==> src/rtl/reg_arbiter_pkg.sv <==
// Shared defaults and FSM encoding for the two-port register-file arbiter.
package reg_arbiter_pkg;

    localparam int ADDR_W_DEF   = 7;
    localparam int DATA_W_DEF   = 16;
    localparam int ADDR_MAX_DEF = 99;

    typedef enum logic [1:0] {
        ST_IDLE   = 2'd0,
        ST_ISSUE  = 2'd1,
        ST_RDWAIT = 2'd2
    } arb_state_e;

endpackage

==> src/rtl/reg_arbiter_rr_arb2.sv <==
// Two-requester round-robin pick. ptr_i names the requester that wins a tie;
// the top keeps it pointing away from whoever was granted last.
module rr_arb2 (
    input  logic req0_i,
    input  logic req1_i,
    input  logic ptr_i,
    output logic any_o,
    output logic win_o
);

    // A lone request wins outright; on a tie the pointer decides.
    always_comb begin
        any_o = req0_i | req1_i;
        win_o = 1'b0;
        if (req0_i && req1_i) begin
            win_o = ptr_i;
        end else if (req1_i) begin
            win_o = 1'b1;
        end
    end

endmodule

==> src/rtl/reg_arbiter.sv <==
// Arbitrates two requesters onto one register-file port. Every output is a
// register; read data is returned two cycles after the rf_read strobe because
// the register file answers one cycle after the strobe and the capture into
// rdataN is itself registered.
module reg_arbiter
    import reg_arbiter_pkg::*;
#(
    parameter int ADDR_W   = ADDR_W_DEF,
    parameter int DATA_W   = DATA_W_DEF,
    parameter int ADDR_MAX = ADDR_MAX_DEF
) (
    input  logic              clk,
    input  logic              reset_n,
    input  logic              req0,
    input  logic              req1,
    input  logic              we0,
    input  logic              we1,
    input  logic [ADDR_W-1:0] addr0,
    input  logic [ADDR_W-1:0] addr1,
    input  logic [DATA_W-1:0] wdata0,
    input  logic [DATA_W-1:0] wdata1,
    output logic              gnt0,
    output logic              gnt1,
    output logic              err0,
    output logic              err1,
    output logic              rvalid0,
    output logic              rvalid1,
    output logic [DATA_W-1:0] rdata0,
    output logic [DATA_W-1:0] rdata1,
    output logic              rf_write,
    output logic              rf_read,
    output logic [ADDR_W-1:0] rf_addr,
    output logic [DATA_W-1:0] rf_wdata,
    input  logic [DATA_W-1:0] rf_rdata
);

    localparam logic [31:0] ADDR_MAX_U = ADDR_MAX;

    arb_state_e state_q, state_d;

    // Latched command and arbitration state.
    logic              ptr_q, ptr_d;
    logic              idx_q, idx_d;
    logic              we_q, we_d;
    logic [ADDR_W-1:0] addr_q, addr_d;
    logic [DATA_W-1:0] wdata_q, wdata_d;

    // Read completion in flight: legal read (capture rf_rdata) or
    // out-of-range read (return zero), tagged with its requester.
    logic              rdpend_q, rdpend_d;
    logic              errpend_q, errpend_d;
    logic              pidx_q, pidx_d;

    // Registered outputs.
    logic              gnt0_q, gnt0_d, gnt1_q, gnt1_d;
    logic              err0_q, err0_d, err1_q, err1_d;
    logic              rvalid0_q, rvalid0_d, rvalid1_q, rvalid1_d;
    logic [DATA_W-1:0] rdata0_q, rdata0_d, rdata1_q, rdata1_d;
    logic              rf_write_q, rf_write_d, rf_read_q, rf_read_d;
    logic [ADDR_W-1:0] rf_addr_q, rf_addr_d;
    logic [DATA_W-1:0] rf_wdata_q, rf_wdata_d;

    logic any_req;
    logic win;
    logic addr_bad;

    rr_arb2 u_rr_arb2 (
        .req0_i (req0),
        .req1_i (req1),
        .ptr_i  (ptr_q),
        .any_o  (any_req),
        .win_o  (win)
    );

    assign addr_bad = ({{(32-ADDR_W){1'b0}}, addr_q} > ADDR_MAX_U);

    // FSM state register.
    always_ff @(posedge clk or negedge reset_n) begin
        if (!reset_n) begin
            state_q <= ST_IDLE;
        end else begin
            state_q <= state_d;
        end
    end

    // Next state, command latching, and next values of every registered output.
    always_comb begin
        state_d    = state_q;
        ptr_d      = ptr_q;
        idx_d      = idx_q;
        we_d       = we_q;
        addr_d     = addr_q;
        wdata_d    = wdata_q;
        rdpend_d   = 1'b0;
        errpend_d  = 1'b0;
        pidx_d     = pidx_q;
        gnt0_d     = 1'b0;
        gnt1_d     = 1'b0;
        err0_d     = 1'b0;
        err1_d     = 1'b0;
        rvalid0_d  = 1'b0;
        rvalid1_d  = 1'b0;
        rdata0_d   = rdata0_q;
        rdata1_d   = rdata1_q;
        rf_write_d = 1'b0;
        rf_read_d  = 1'b0;
        rf_addr_d  = '0;
        rf_wdata_d = '0;

        // Read completions run beside the FSM so the next command can latch
        // in the same cycle the previous read data is returned.
        if (rdpend_q) begin
            if (pidx_q) begin
                rvalid1_d = 1'b1;
                rdata1_d  = rf_rdata;
            end else begin
                rvalid0_d = 1'b1;
                rdata0_d  = rf_rdata;
            end
        end
        if (errpend_q) begin
            if (pidx_q) begin
                rvalid1_d = 1'b1;
                rdata1_d  = '0;
            end else begin
                rvalid0_d = 1'b1;
                rdata0_d  = '0;
            end
        end

        case (state_q)
            ST_IDLE: begin
                if (any_req) begin
                    idx_d   = win;
                    we_d    = win ? we1    : we0;
                    addr_d  = win ? addr1  : addr0;
                    wdata_d = win ? wdata1 : wdata0;
                    state_d = ST_ISSUE;
                end
            end
            ST_ISSUE: begin
                gnt0_d  = ~idx_q;
                gnt1_d  = idx_q;
                ptr_d   = ~idx_q;
                pidx_d  = idx_q;
                state_d = ST_IDLE;
                if (addr_bad) begin
                    err0_d    = ~idx_q;
                    err1_d    = idx_q;
                    errpend_d = ~we_q;
                end else if (we_q) begin
                    rf_write_d = 1'b1;
                    rf_addr_d  = addr_q;
                    rf_wdata_d = wdata_q;
                end else begin
                    rf_read_d = 1'b1;
                    rf_addr_d = addr_q;
                    state_d   = ST_RDWAIT;
                end
            end
            ST_RDWAIT: begin
                rdpend_d = 1'b1;
                state_d  = ST_IDLE;
            end
            default: begin
                state_d = ST_IDLE;
            end
        endcase
    end

    // Command, pointer and output registers; reset abandons any in-flight work.
    always_ff @(posedge clk or negedge reset_n) begin
        if (!reset_n) begin
            ptr_q      <= 1'b0;
            idx_q      <= 1'b0;
            we_q       <= 1'b0;
            addr_q     <= '0;
            wdata_q    <= '0;
            rdpend_q   <= 1'b0;
            errpend_q  <= 1'b0;
            pidx_q     <= 1'b0;
            gnt0_q     <= 1'b0;
            gnt1_q     <= 1'b0;
            err0_q     <= 1'b0;
            err1_q     <= 1'b0;
            rvalid0_q  <= 1'b0;
            rvalid1_q  <= 1'b0;
            rdata0_q   <= '0;
            rdata1_q   <= '0;
            rf_write_q <= 1'b0;
            rf_read_q  <= 1'b0;
            rf_addr_q  <= '0;
            rf_wdata_q <= '0;
        end else begin
            ptr_q      <= ptr_d;
            idx_q      <= idx_d;
            we_q       <= we_d;
            addr_q     <= addr_d;
            wdata_q    <= wdata_d;
            rdpend_q   <= rdpend_d;
            errpend_q  <= errpend_d;
            pidx_q     <= pidx_d;
            gnt0_q     <= gnt0_d;
            gnt1_q     <= gnt1_d;
            err0_q     <= err0_d;
            err1_q     <= err1_d;
            rvalid0_q  <= rvalid0_d;
            rvalid1_q  <= rvalid1_d;
            rdata0_q   <= rdata0_d;
            rdata1_q   <= rdata1_d;
            rf_write_q <= rf_write_d;
            rf_read_q  <= rf_read_d;
            rf_addr_q  <= rf_addr_d;
            rf_wdata_q <= rf_wdata_d;
        end
    end

    assign gnt0     = gnt0_q;
    assign gnt1     = gnt1_q;
    assign err0     = err0_q;
    assign err1     = err1_q;
    assign rvalid0  = rvalid0_q;
    assign rvalid1  = rvalid1_q;
    assign rdata0   = rdata0_q;
    assign rdata1   = rdata1_q;
    assign rf_write = rf_write_q;
    assign rf_read  = rf_read_q;
    assign rf_addr  = rf_addr_q;
    assign rf_wdata = rf_wdata_q;

endmodule

==> config.mk <==
export PLATFORM = sky130hd
export DESIGN_NAME = reg_arbiter
export DESIGN_NICKNAME = d
export VERILOG_FILES = /design/src/rtl/reg_arbiter_pkg.sv /design/src/rtl/reg_arbiter_rr_arb2.sv /design/src/rtl/reg_arbiter.sv
export SDC_FILE = /design/constraint.sdc
export NUM_CORES = 1
export LEC_CHECK = 0
export CAP_MARGIN = 20
export CORE_AREA = 5 5 95 97
export CTS_BUF_LIST = sky130_fd_sc_hd__clkbuf_8
export DETAILED_ROUTE_END_ITERATION = 10
export DIE_AREA = 0 0 100 102
export GPL_ROUTABILITY_DRIVEN = 0
export PLACE_DENSITY = 0.89
export RECOVER_POWER = 25
export SYNTH_ARGS = -nofsm -noshare
export SYNTH_HDL_FRONTEND = slang
export SYNTH_HIERARCHICAL = 1
export SYNTH_SLANG_ARGS = --single-unit
==> constraint.sdc <==
create_clock -name clk -period 1.5 [get_ports clk]
set_input_delay 0.3 -clock clk [delete_from_list [all_inputs] [get_ports clk]]
set_output_delay 0.3 -clock clk [all_outputs]
set_load 0.05 [all_outputs]
==> reports/qor.yml <==
status:
  status: "finished, final reports clean"
place:
  port_buffers: 130
  placed_cell_area_um2: 5750
  dp_hpwl_um: 7160
timing:
  fin_crit_sh: 0.961
  final-setup-viol-count: 0
  rsz0062_at_grt: "no"
  holdWs_ns: 0.484
  finalMaxSlewViolations: 0
  worst_clock_skew_ns: 0.0111
  period_needed_ns: 1.44
  tightestPinTransition_ns: 0.835
  max-slew-margin-rel: 0.443
  hold_viol_final: 0
  max_freq_mhz: 694
synthesis:
  synth_commonest_cells: "94 x dfrtp_1, 40 x a21oi_1, 38 x nand2_1"
  synth_most_common_cell: "dfrtp_1"
  synth.distinct_cells: 24
  yosysTopAreaCellShare: 0.656
  synth_edf_count: 0
  netlist_area_um2: 3590
  synth_area_leaders: "dfrtp_1 66%, mux2i_1 6.7%, a21oi_1 5.6%"
  async_reset_ff_frac: 1.00
  yosysTopAreaCell: "dfrtp_1"
  syn_area_per_cell_um2: 11.8
  ys_warn_count: 6
  ys.flop_type: "dfrtp_1"
  ys_ff_latch: 94
  synth_cells: 303
  syn_nets: 371
  ys_seq_area_frac: 0.656
hold_path:
  worstHoldPathCells: 1
  min_path_type: "flop to flop"
  holdPathEnd: "rf_wdata[10]"
  worstHoldStart: "wdata_q[10]"
routing:
  top_layer_used: "met4"
  wl_met3_um: 864
  drc: 0
  totalWireLength_um: 9370
  drt_pre_antenna_iters: 4
  wirelength_met1_um: 3430
  num_vias: 2825
  wl_per_cell_um: 16.9
  via_per_inst: 5.08
  met2_wirelength_um: 4940
  postRouteAntennaNets: 0
  drt_iter0_drc: 103
die:
  initial_utilization: 0.445
  io-pin-count: 131
  die_x_um: 100
  core-area_um2: 8050
  dieHeight_um: 102
  die_area_um2: 10200
  num_rows: 33
setup_path:
  cp.arrival_ns: 1.67
  end_kind: "flop"
  rr_worst_depth: 6
  start_kind: "primary input"
  r2r_start: "ptr_q"
  rrSetupSlack_ns: 0.16
  worstSetupPathType: "primary input to flop"
  cp_max_fo: 4
  rr_endpoint: "wdata_q[8]"
  critPathRequiredTime_ns: 1.73
final_layout:
  drive_above_1_share: 0.233
  diodes: 0
  fin_util: 0.743
  area_delta_synth_final_pct: 66.7
  final_area_um2: 5980
  fin_nets: 515
global_routing:
  grt.overflow.total: 0
  grt_pass1_wl_um: 14600
  grt_pass1_vias: 2962
  grt_max_degree: 50
  grt_antenna_before_repair: 0
  track_usage: 0.184
clock_tree:
  htreeDepth: 3
  numCtsBuffers: 9
  cts_root_buf: "clkbuf_8"
  cts_sinks: 94
  insertion_delay_ns: 0.35
  cts.path.max_buffers: 2
  cts_tree: "yes"
  clk_pin_slew_ns: 0.08
pwr:
  p_leak_nw: 2.72
  power_mw: 13.8
  vdd_drop_max_mv: 0.978
  power_density_nw_per_um2: 2310
flow_run:
  cap_violations: 0
## worst max-delay path by stage
stage                          from      endpoint  slack (ns)  depth (start not counted)
after global routing           req0     addr_q[3]       0.005                          7
after global placement         req0    wdata_q[2]       -0.19                          6
after floorplan           addr_q[4]  rf_wdata[10]        0.14                          5
after detailed placement       req0    wdata_q[8]       -0.29                          6
final                          req0         idx_q        0.06                          5
after CTS                      req0    wdata_q[8]        0.07                          6
## critical path: stages
cell,delay (ns)
clkdlybuf4s50_1,0.52
or2_1,0.14
nor3b_4,0.17
buf_4,0.19
mux2_2,0.34
## power by group
part | internal (mW) | leakage, nW | switching, mW
logic | 3.81 | 1.45 | 4.03
registers | 3.60 | 1.20 | 0.956
clock network | 0.590 | 0.0789 | 0.830
## cell families after synthesis
logic type | count (synthesis) | synth area share
AO/OA/AOI/OAI | 60 | 0.108
buffers and inverters | 22 | 0.0335
flip-flops | 94 | 0.656
multiplexers | 25 | 0.0701
AND/OR/NAND/NOR | 102 | 0.133
## layout by cell type (no fill, tap or decap), drive strengths merged
cell,count
dfrtp,94
nor2,29
clkinvlp,3
o21ai,1
nand2,38
nor3b,1
buf,82
inv,5
a22o,16
a21oi,40
o311ai,1
nor3,2
clkbuf,12
a21o,1
and3,8
nand2b,3
nor2b,4
clkdlybuf4s50,66
mux2,1
and2,16
clkinv,1
dlygate4sd3,1
a21boi,1
mux2i,24
or2,1
## cell type report
class | count | area (µm²)
Clock buffer | 9 | 124
Clock inverter | 6 | 40.0
Fill cell | 507 | 2070
Inverter | 3 | 11.3
Multi-Input combinational cell | 187 | 1130
Sequential cell | 94 | 2350
Tap cell | 105 | 131
Timing Repair Buffer | 152 | 2190
## layer usage
layer,GRT usage,vias to the layer above
met4,0.0477,0
li1,-,1300
met1,0.212,1394
met2,0.335,120
met3,0.0573,11
met5,0,-
## state kept, by name (all words and copies together) (netlist names), 2 cells and up
| register | flops |
|---|---|
| rdata0 | 16 |
| addr_q | 7 |
| wdata_q | 16 |
| state_q | 2 |
| rdata1 | 16 |
| rf_addr | 7 |
| rf_wdata | 16 |
## timing repair
| action | 4_1_cts | 5_1_grt |
|---|---|---|
| endpoints found under the hold margin | 31 | 0 |
| cloned | 0 | 2 |
| setup buffers | 0 | 1 |
| hold buffers | 1 | 0 |
| setup endpoints to repair | 16 | 13 |
| resized for setup | 1 | 0 |
## stage by stage
| step | TNS, ns | cells | setup WS (ns) |
|---|---|---|---|
| after floorplan | 0 | 303 | 0.138 |
| after global placement | -4.69 | 537 | -0.191 |
| after detailed placement | -8.79 | 537 | -0.287 |
| after CTS | 0 | 553 | 0.0697 |
| after global routing | 0 | 556 | 0.00460 |
| final | 0 | 556 | 0.0592 |
Power figures use the tool's default switching activity.
